[src/rtl/regfile_wb_arbiter.sv]
// ---------------------------------------------------------------------------
// regfile_wb_arbiter
//   Shares the single write port of the 32x64 register file between two
//   writeback requesters: requester 0 (execute-stage result) and requester 1
//   (load / NIC-receive result). Each requester owns a one-entry holding slot.
//   Occupied slots are granted round-robin into a registered output stage that
//   drives wrEn/wrAddr/dataIn/ppp. A pending-write mask is exported so decode
//   can detect hazards against writes that have not yet reached the regfile.
//
// Ports
//   clk                 clock, all state updates on posedge
//   reset               asynchronous active-high reset, clears all state
//   reqN_valid          requester N offers a write
//   reqN_ready          slot N can accept a write this cycle
//   reqN_addr           requester N destination register
//   reqN_data           requester N write data
//   reqN_ppp            requester N field select (000 a,001 u,010 d,011 e,100 o)
//   wrEn                regfile write enable (registered, one cycle per write)
//   wrAddr              regfile write address (registered)
//   dataIn              regfile write data (registered)
//   ppp                 regfile field select (registered)
//   pend_mask           bit r set while a write to r sits in a slot or output stage
//   err_ppp             one-cycle pulse when a write is dropped for an illegal ppp
// ---------------------------------------------------------------------------
module regfile_wb_arbiter #(
   parameter int DATA_WIDTH = 64,
   parameter int ADDR_WIDTH = 5,
   parameter int DEPTH      = 32
) (
   input  logic                  clk,
   input  logic                  reset,
   input  logic                  req0_valid,
   output logic                  req0_ready,
   input  logic [0:ADDR_WIDTH-1] req0_addr,
   input  logic [0:DATA_WIDTH-1] req0_data,
   input  logic [0:2]            req0_ppp,
   input  logic                  req1_valid,
   output logic                  req1_ready,
   input  logic [0:ADDR_WIDTH-1] req1_addr,
   input  logic [0:DATA_WIDTH-1] req1_data,
   input  logic [0:2]            req1_ppp,
   output logic                  wrEn,
   output logic [0:ADDR_WIDTH-1] wrAddr,
   output logic [0:DATA_WIDTH-1] dataIn,
   output logic [0:2]            ppp,
   output logic [0:DEPTH-1]      pend_mask,
   output logic                  err_ppp
);

   // Field selects 000..100 name a real register field; 101..111 are dropped.
   function automatic logic ppp_legal(input logic [0:2] sel);
      return (sel <= 3'd4);
   endfunction

   // Register 0 is hard-wired; writes to it are consumed without effect.
   function automatic logic addr_live(input logic [0:ADDR_WIDTH-1] a);
      return (a != {ADDR_WIDTH{1'b0}});
   endfunction

   logic [1:0]            slot_vld_r;
   logic [0:ADDR_WIDTH-1] slot_addr_r [2];
   logic [0:DATA_WIDTH-1] slot_data_r [2];
   logic [0:2]            slot_ppp_r  [2];
   // 1 when the most recent grant went to slot 1, so slot 0 wins a tie next.
   logic                  last_grant_r;

   logic                  grant0_s;
   logic                  grant1_s;
   logic                  any_grant_s;
   logic [0:ADDR_WIDTH-1] sel_addr_s;
   logic [0:DATA_WIDTH-1] sel_data_s;
   logic [0:2]            sel_ppp_s;
   logic [1:0]            accept_s;
   logic [1:0]            in_valid_s;
   logic [0:ADDR_WIDTH-1] in_addr_s [2];
   logic [0:DATA_WIDTH-1] in_data_s [2];
   logic [0:2]            in_ppp_s  [2];
   logic [0:DEPTH-1]      pend_s;

   assign in_valid_s   = {req1_valid, req0_valid};
   assign in_addr_s[0] = req0_addr;
   assign in_addr_s[1] = req1_addr;
   assign in_data_s[0] = req0_data;
   assign in_data_s[1] = req1_data;
   assign in_ppp_s[0]  = req0_ppp;
   assign in_ppp_s[1]  = req1_ppp;

   // Round-robin arbitration over occupied slots.
   always_comb begin
      grant0_s = 1'b0;
      grant1_s = 1'b0;
      case (slot_vld_r)
         2'b01: grant0_s = 1'b1;
         2'b10: grant1_s = 1'b1;
         2'b11: begin
            if (last_grant_r) begin
               grant0_s = 1'b1;
            end else begin
               grant1_s = 1'b1;
            end
         end
         default: begin
            grant0_s = 1'b0;
            grant1_s = 1'b0;
         end
      endcase
   end

   assign any_grant_s = grant0_s | grant1_s;
   assign sel_addr_s  = grant1_s ? slot_addr_r[1] : slot_addr_r[0];
   assign sel_data_s  = grant1_s ? slot_data_r[1] : slot_data_r[0];
   assign sel_ppp_s   = grant1_s ? slot_ppp_r[1]  : slot_ppp_r[0];

   // A slot being drained this cycle can be refilled on the same edge.
   assign req0_ready  = ~slot_vld_r[0] | grant0_s;
   assign req1_ready  = ~slot_vld_r[1] | grant1_s;
   assign accept_s    = {req1_valid & req1_ready, req0_valid & req0_ready};

   // Holding slots: load on handshake, empty when granted without a refill.
   always_ff @(posedge clk or posedge reset) begin
      if (reset) begin
         slot_vld_r <= 2'b00;
         for (int i = 0; i < 2; i++) begin
            slot_addr_r[i] <= {ADDR_WIDTH{1'b0}};
            slot_data_r[i] <= {DATA_WIDTH{1'b0}};
            slot_ppp_r[i]  <= 3'b000;
         end
      end else begin
         for (int i = 0; i < 2; i++) begin
            if (accept_s[i] && in_valid_s[i]) begin
               slot_vld_r[i]  <= 1'b1;
               slot_addr_r[i] <= in_addr_s[i];
               slot_data_r[i] <= in_data_s[i];
               slot_ppp_r[i]  <= in_ppp_s[i];
            end else if ((i == 0 && grant0_s) || (i == 1 && grant1_s)) begin
               slot_vld_r[i]  <= 1'b0;
            end else begin
               slot_vld_r[i]  <= slot_vld_r[i];
            end
         end
      end
   end

   // Remember the last granted slot for round-robin fairness.
   always_ff @(posedge clk or posedge reset) begin
      if (reset) begin
         last_grant_r <= 1'b1;
      end else if (any_grant_s) begin
         last_grant_r <= grant1_s;
      end else begin
         last_grant_r <= last_grant_r;
      end
   end

   // Output stage: capture the granted slot; dropped writes still update the
   // address/data/ppp outputs but never raise wrEn.
   always_ff @(posedge clk or posedge reset) begin
      if (reset) begin
         wrEn    <= 1'b0;
         wrAddr  <= {ADDR_WIDTH{1'b0}};
         dataIn  <= {DATA_WIDTH{1'b0}};
         ppp     <= 3'b000;
         err_ppp <= 1'b0;
      end else if (any_grant_s) begin
         wrEn    <= addr_live(sel_addr_s) & ppp_legal(sel_ppp_s);
         wrAddr  <= sel_addr_s;
         dataIn  <= sel_data_s;
         ppp     <= sel_ppp_s;
         err_ppp <= ~ppp_legal(sel_ppp_s);
      end else begin
         wrEn    <= 1'b0;
         err_ppp <= 1'b0;
      end
   end

   // Pending-write scoreboard: occupied slots plus a live output-stage write.
   always_comb begin
      pend_s = {DEPTH{1'b0}};
      for (int i = 0; i < 2; i++) begin
         if (slot_vld_r[i] && addr_live(slot_addr_r[i])) begin
            pend_s[slot_addr_r[i]] = 1'b1;
         end else begin
            pend_s = pend_s;
         end
      end
      if (wrEn) begin
         pend_s[wrAddr] = 1'b1;
      end else begin
         pend_s = pend_s;
      end
   end

   assign pend_mask = pend_s;

endmodule

[config.mk]
export PLATFORM = sky130hd
export DESIGN_NAME = regfile_wb_arbiter
export DESIGN_NICKNAME = d
export VERILOG_FILES = /design/src/rtl/regfile_wb_arbiter.sv
export SDC_FILE = /design/constraint.sdc
export NUM_CORES = 1
export LEC_CHECK = 0
export CAP_MARGIN = 5
export CORE_UTILIZATION = 42
export CTS_BUF_LIST = sky130_fd_sc_hd__clkbuf_8
export CTS_CLUSTER_SIZE = 20
export DETAILED_ROUTE_END_ITERATION = 10
export HOLD_SLACK_MARGIN = 0.05
export PLACE_DENSITY_LB_ADDON = 0.12
export SYNTH_ARGS = -nofsm -noshare
export SYNTH_HDL_FRONTEND = slang
export SYNTH_SLANG_ARGS = --single-unit
[constraint.sdc]
create_clock -name clk -period 7.1 [get_ports clk]
set_input_delay 0.71 -clock clk [delete_from_list [all_inputs] [get_ports clk]]
set_output_delay 0.71 -clock clk [all_outputs]
set_load 0.005 [all_outputs]
==> summary.md, run 1 <==
| Metric | Value |
|---|---|
| Status | `finished clean` |
| Die footprint | `23600 um2` |
| WS Path Type | `flop to primary output` |
| Initial DRT Pass Iterations | `5` |
| Clock Sinks | `221` |
| Post-cts sizing count | `0` |
| Fin crit period | `3500 ps` |
| Mapped Cells | `724` |
| CP Launch Point | `slot_vld_r[0]` |
| Vias | `6841` |
| Total CTS buffers | `38` |
| CP peak stage delay | `870 ps` |
| Clk pwr share | `0.278` |
| Detail Route Antenna Nets | `0` |
| Worst Slack Setup Final | `3600 ps` |
| Initial Util | `0.427` |
| Clk_lat worst skew | `500 ps` |
| Setup_tns | `0 ps` |
| Hold WC Path Type | `flop to flop` |
| Layout cell share with drive strength beyond 1 | `0.211` |
| RSZ-0062 raised after global routing | `false` |
| Hpwl dp | `15200 um` |
| Endpoints failing setup | `0` |
| Final Max Slew Viols | `0` |
| Mean Syn Cell Area | `13.3 um2` |
| Nets@finish | `1118` |
| Final wirelength | `24700 um` |
| Placed Cells | `1215` |
| CTS Buffer Depth | `3` |
| Unique masters post-synth | `39` |
| DRT iter0 DRCs | `323` |
| Congestion Overflow GR | `0` |
| Critical Path AT | `2790 ps` |
| Num rows | `55` |
| Reg power frac | `0.444` |
| Maximum Capacitance Violations | `0` |
| Pleak | `5.84 nW` |
| GP Congestion | `0.891` |
| Most used routing layer in global routing | `met2` |
| Cell area after synthesis | `9640 um2` |
| Sw Share | `0.284` |
| First-pass GRT wire length | `39600 um` |
| PD cells | `305 nW/um2` |
| Final hold vios | `0` |
| Post-Syn Nets | `872` |
| Final Skew | `13.1 ps` |
| Slew @ Worst Pin | `1090 ps` |
| Setup WS pre-CTS | `4060 ps` |
| VDD IR-drop max | `0.180 mV` |
| M1 GR Usage | `0.290` |
| Comb pwr share | `0.278` |
| Post-CTS Setup Bufs | `0` |
| Seq/Total Area, Yosys | `0.574` |
| Finished Core Util | `0.575` |
| Worst Setup End Kind | `primary output` |
| DR WL/cell | `19.3 um` |
| Initial antenna violation count | `0` |
| Hold Crit Start | `slot_data_r[126]` |
| Final Power | `3.96 mW` |
| Die height | `153 um` |
| Maximum number of pins on one net before global-route repair | `150` |
| Clock root buffer | `clkbuf_8` |
| Fmax | `286 MHz` |
| I/O Buffers | `255` |
| DR vias/cell | `5.34` |
| # IOs | `256` |
| Worst r2r src | `slot_vld_r[1]` |
| Rel. slew slack | `0.270` |
| Worst-path clk slew | `60 ps` |
| P_int | `2.83 mW` |
| CTS tree | `built` |
| Met2 usage | `0.333` |
| Slowest cell on crit path | `nor3b_1` |
| CP Cell Sequence | `nor3b_1, a22oi_1, o21ai_0, clkdlybuf4s50_1` |
| Startpoint Class | `flop` |
| Sw power | `1.13 mW` |
| CORE AREA | `22600 um2` |
| Required @ worst endpoint | `6390 ps` |
| Flops & latches, synth | `221` |
| Ant diodes | `0` |
| Finished Layout Cells | `1281` |
| DRC Markers | `0` |
| H-tree depth | `2` |
| Fin crit share | `0.493` |
| Syn. warnings | `0` |
| GRT met3 Usage | `0.0634` |
| Vias in the first global route | `6965` |
| CTS Hold Buffers Added | `0` |
| Synth-to-layout area growth | `34.6%` |
| Die width | `153 um` |
| Largest fanout on the critical path | `9` |
| Global-route usage over all layers | `0.213` |
-- metal layers --
metal | wire [um] | up-vias
met1 | 10900 | 3376
met3 | 2060 | 35
li1 | - | 3137
met2 | 11400 | 293
met5 | 0 | -
met4 | 354 | 0
-- path summary, 6_finish.rpt --
check | end | slack, ps | cells after the start
max in group asynchronous | slot_data_r[5] | 4680 | 3
setup reg to reg | slot_data_r[10] | 4630 | 4
hold reg to reg | dataIn[1] | 460 | 1
hold / removal | dataIn[1] | 460 | 1
min in group asynchronous | slot_data_r[79] | 860 | 2
setup / recovery | pend_mask[16] | 3600 | 4
-- power by group through the flow --
stage / clock network (mW) / logic [mW] / registers (mW)
CTS: 1.14 / 1.12 / 1.76
detailed placement: 0 / 1.11 / 1.77
finish: 1.10 / 1.10 / 1.76
floorplan: 0 / 0.599 / 1.72
global route: 1.20 / 1.19 / 1.80
global placement: 0 / 1.10 / 1.77
-- placed cells by master, fill, tap and decap left out, drive strengths merged, types with 2 or more instances in the layout --
cell type	synthesis	routed
clkdlybuf4s50	0	255
dfrtp	220	220
mux2	145	145
a22o	64	64
a21o	64	64
nand2	60	60
clkbuf	23	48
a22oi	29	29
inv	5	20
and3b	15	15
o21ai	14	14
nor3b	11	11
mux2i	9	9
and3	5	5
buf	31	5
nor2	5	5
nand3	4	4
nand2b	4	4
nor3	3	3
clkinv	0	3
nand4	2	2
-- synthesized netlist by cell type --
cell type	count	area (um2)
a211o_1	1	8.76
a21boi_4	1	18.8
a21o_1	64	480
a21oi_1	1	5.00
a22o_1	64	561
a22oi_1	29	218
a32oi_1	1	8.76
and2_1	1	6.26
and3_1	5	31.3
and3b_1	15	131
buf_1	2	7.51
buf_2	17	85.1
buf_4	2	15.0
buf_6	10	113
clkbuf_1	15	56.3
clkbuf_2	1	5.00
clkbuf_8	7	96.3
dfrtp_1	220	5510
dfstp_2	1	26.3
inv_1	5	18.8
mux2_2	145	1630
mux2i_1	9	90.1
nand2_1	58	218
nand2_2	2	12.5
nand2b_1	4	25.0
nand3_1	4	20.0
nand3b_1	1	7.51
nand4_1	2	12.5
nor2_1	4	15.0
nor2_2	1	6.26
nor3_1	3	15.0
nor3b_1	10	75.1
nor3b_2	1	12.5
o21a_1	1	7.51
o21ai_0	6	30.0
o21ai_1	8	40.0
o311ai_1	1	8.76
or2b_1	1	7.51
or3_1	1	6.26
-- registers in the layout, summed over array words and instances, names as in the netlist --
signal        cells
slot_ppp_r        6
slot_addr_r      10
err_ppp           1
wrEn              1
slot_vld_r        2
slot_data_r     128
ppp               3
dataIn           64
last_grant_r      1
wrAddr            5
-- through the flow --
stage | hold WS (ps) | area [um2]
floorplan | 444 | 9640
global placement | 449 | 12200
detailed placement | 455 | 12200
CTS | 450 | 13000
global route | 474 | 13000
finish | 464 | 13000
-- area by class of cell --
cell class                      count  area [um2]
Timing Repair Buffer              260        2590
Sequential cell                   221        5530
Clock buffer                       48         661
Inverter                            5        26.3
Fill cell                        1947        9600
Tap cell                          285         357
Multi-Input combinational cell    444        3730
Clock inverter                     18        76.3
-- kinds of logic (layout without fill, tap and decap cells) --
logic type,Yosys count,after routing,synth area share
compound gates,177,177,0.144
flops,221,221,0.574
buf+inv,59,331,0.0411
simple gates,113,113,0.0624
mux,154,154,0.179
-- worst max-delay path: cells and delay by family (launching register included) --
family / cells / cell delay [ps]
and+or+nand+nor: 1 / 870
DFF: 1 / 560
buffers and inverters: 1 / 530
AOI/OAI and AO/OA: 2 / 340
Note: power is estimated with default switching activity, not from simulation.
==> run 2, diff against run 1 <==
==> constraint.sdc (replaced) <==
create_clock -name clk -period 3.3 [get_ports clk]
set_input_delay 0.33 -clock clk [delete_from_list [all_inputs] [get_ports clk]]
set_output_delay 0.33 -clock clk [all_outputs]
set_load 0.005 [all_outputs]
==> summary.md, run 2 (same netlist as run 1, synthesis figures left out) <==
| Metric | Value |
|---|---|
| Die width | `153 um (unchanged)` |
| Hold WC Path Type | `input port to async pin` |
| Num rows | `55 (unchanged)` |
| Setup_tns | `0 ps (unchanged)` |
| Worst-path clk slew | `60 ps (about the same)` |
| Rel. slew slack | `0.473 (+0.202)` |
| DR vias/cell | `5.39 (+0.97%)` |
| Clk_lat worst skew | `520 ps (+20 ps)` |
| DRT iter0 DRCs | `319 (-1.2%)` |
| DRC Markers | `0 (unchanged)` |
| Die height | `153 um (unchanged)` |
| CTS tree | `built` |
| Multi-input gate area in the final layout | `3730 um2 (unchanged)` |
| CP Cell Sequence | `nor3b_1, a22oi_1, nand2_1, clkdlybuf4s50_1` |
| Post-cts sizing count | `0 (unchanged)` |
| Reg with most FFs | `slot_data_r` |
| Pleak | `5.91 nW (+1.1%)` |
| Most common cell after layout, fill and taps aside | `clkdlybuf4s50_1` |
| Vias | `6945 (+1.5%)` |
| Endpoints failing setup | `0 (unchanged)` |
| Die footprint | `23600 um2 (unchanged)` |
| Maximum Capacitance Violations | `0 (unchanged)` |
| Fin crit period | `2780 ps` |
| Slew @ Worst Pin | `791 ps (-303 ps)` |
| Clock Sinks | `221 (unchanged)` |
| Fin crit share | `0.841` |
| Fmax | `360 MHz` |
| Hold slack | `302 ps (-162 ps)` |
| Detail Route Antenna Nets | `0 (unchanged)` |
| Slowest cell on crit path | `nor3b_1` |
| Initial Util | `0.427 (unchanged)` |
| Final Skew | `29.8 ps (+16.7 ps)` |
| Layout cell share with drive strength beyond 1 | `0.218 (+0.00750)` |
| RSZ-0062 raised after global routing | `false` |
| Hpwl dp | `15900 um (+4.7%)` |
| # IOs | `256 (unchanged)` |
| Initial antenna violation count | `0 (unchanged)` |
| Most frequent cells in the layout | `255 x clkdlybuf4s50_1, 220 x dfrtp_1, 145 x mux2_2` |
| Worst Setup End Kind | `primary output` |
| Final Power | `8.67 mW (+120%)` |
| PD cells | `660 nW/um2 (+120%)` |
| H-tree depth | `2 (unchanged)` |
| Placed inst area | `12400 um2 (+0.97%)` |
| Clock root buffer | `clkbuf_8` |
| Global-route usage over all layers | `0.212 (-0.00118)` |
| DR WL/cell | `19.3 um (-0.27%)` |
| VDD IR-drop max | `0.407 mV (+130%)` |
| Final Max Slew Viols | `0 (unchanged)` |
| Post-CTS Setup Bufs | `0 (unchanged)` |
| Largest register FFs | `128 (unchanged)` |
| Final-layout fill cell count | `1897 (-2.6%)` |
| Final wirelength | `24800 um (+0.27%)` |
| Design Area, Final | `13100 um2 (+1.2%)` |
| Ant diodes | `0 (unchanged)` |
| Synth-to-layout area growth | `36.3%` |
| Startpoint Class | `flop` |
| First-pass GRT wire length | `39500 um (-0.23%)` |
| I/O Buffers | `255 (unchanged)` |
| Status | `finished clean` |
| Critical Path AT | `2450 ps (-340 ps)` |
| Top flop regs | `slot_data_r: 128 flops, dataIn: 64 flops, slot_addr_r: 10 flops` |
| Nets@finish | `1126 (+0.72%)` |
| CTS Hold Buffers Added | `0 (unchanged)` |
| Required @ worst endpoint | `2970 ps (-3420 ps)` |
| FF/Latch Area | `5530 um2 (unchanged)` |
| WS Path Type | `flop to primary output` |
| CTS Buffer Depth | `3 (unchanged)` |
| Initial DRT Pass Iterations | `4 (-1)` |
| Maximum number of pins on one net before global-route repair | `140 (-6.7%)` |
| Congestion Overflow GR | `0 (unchanged)` |
| GP Congestion | `0.860 (-3.5%)` |
| Largest fanout on the critical path | `11 (+2)` |
| Vias in the first global route | `7073 (+1.6%)` |
| Final hold vios | `0 (unchanged)` |
| CORE AREA | `22600 um2 (unchanged)` |
| CP peak stage delay | `580 ps (-290 ps)` |
| Total CTS buffers | `38 (unchanged)` |
## run 2: changes by cell type in the layout (fill, tap and decap cells not counted)
cell	before	now
buf_4	5	8
buf_12	0	5
clkinvlp_4	0	1
inv_1	18	16
bufinv_16	0	1
clkbuf_8	48	50
inv_8	1	0
clkinv_2	3	1
## run 2: worst paths after layout
kind	start	to	slack, ps	depth (start not counted)
max	slot_addr_r[4]	pend_mask[17]	520	4
max in group asynchronous	reset	slot_addr_r[3]	2260	3
min reg2reg	slot_data_r[82]	dataIn[45]	460	1
min in group clk	req0_data[43]	slot_data_r[84]	420	2
min	reset	slot_data_r[8]	300	3
max reg2reg	slot_vld_r[1]	slot_ppp_r[3]	1200	4
## run 2: final cells by class
type,count,share of cell area
clock buffer,50,0.0524
clock inverter,15,0.00676
inverter,5,0.00171
multi-input combinational,444,0.284
sequential,221,0.421
tap,285,0.0272
timing repair buffer,268,0.207
## run 2: worst max-delay path: cells and delay by family, from the launching register on
family,cells,cell delay (ps)
buffers and inverters,1,510
AO/OA/AOI/OAI,1,210
AND/OR/NAND/NOR,2,700
flip-flops,1,520
## run 2: power breakdown
| part | internal (mW) | switching, mW | leakage [nW] |
|---|---|---|---|
| sequential | 3.34 | 0.428 | 2.59 |
| clock | 1.43 | 1.07 | 0.446 |
| combinational | 1.48 | 0.935 | 2.87 |
## run 2: routing by layer
layer | global-route usage | wire length (um) | up-vias
li1 | - | - | 3145
met1 | 0.282 | 10900 | 3479
met2 | 0.331 | 11300 | 283
met3 | 0.0674 | 2200 | 38
met4 | 0.0595 | 402 | 0
met5 | 0 | 0 | -
## run 2: metrics by stage
step | util | setup slack (ps) | cells
2_1_floorplan | - | 88.7 | 724
5_1_grt | 0.582 | 384 | 1288
3_3_place_gp | 0.547 | 1120 | 1223
6_report | 0.582 | 525 | 1288
3_5_place_dp | 0.547 | 1110 | 1223
4_1_cts | 0.582 | 550 | 1288
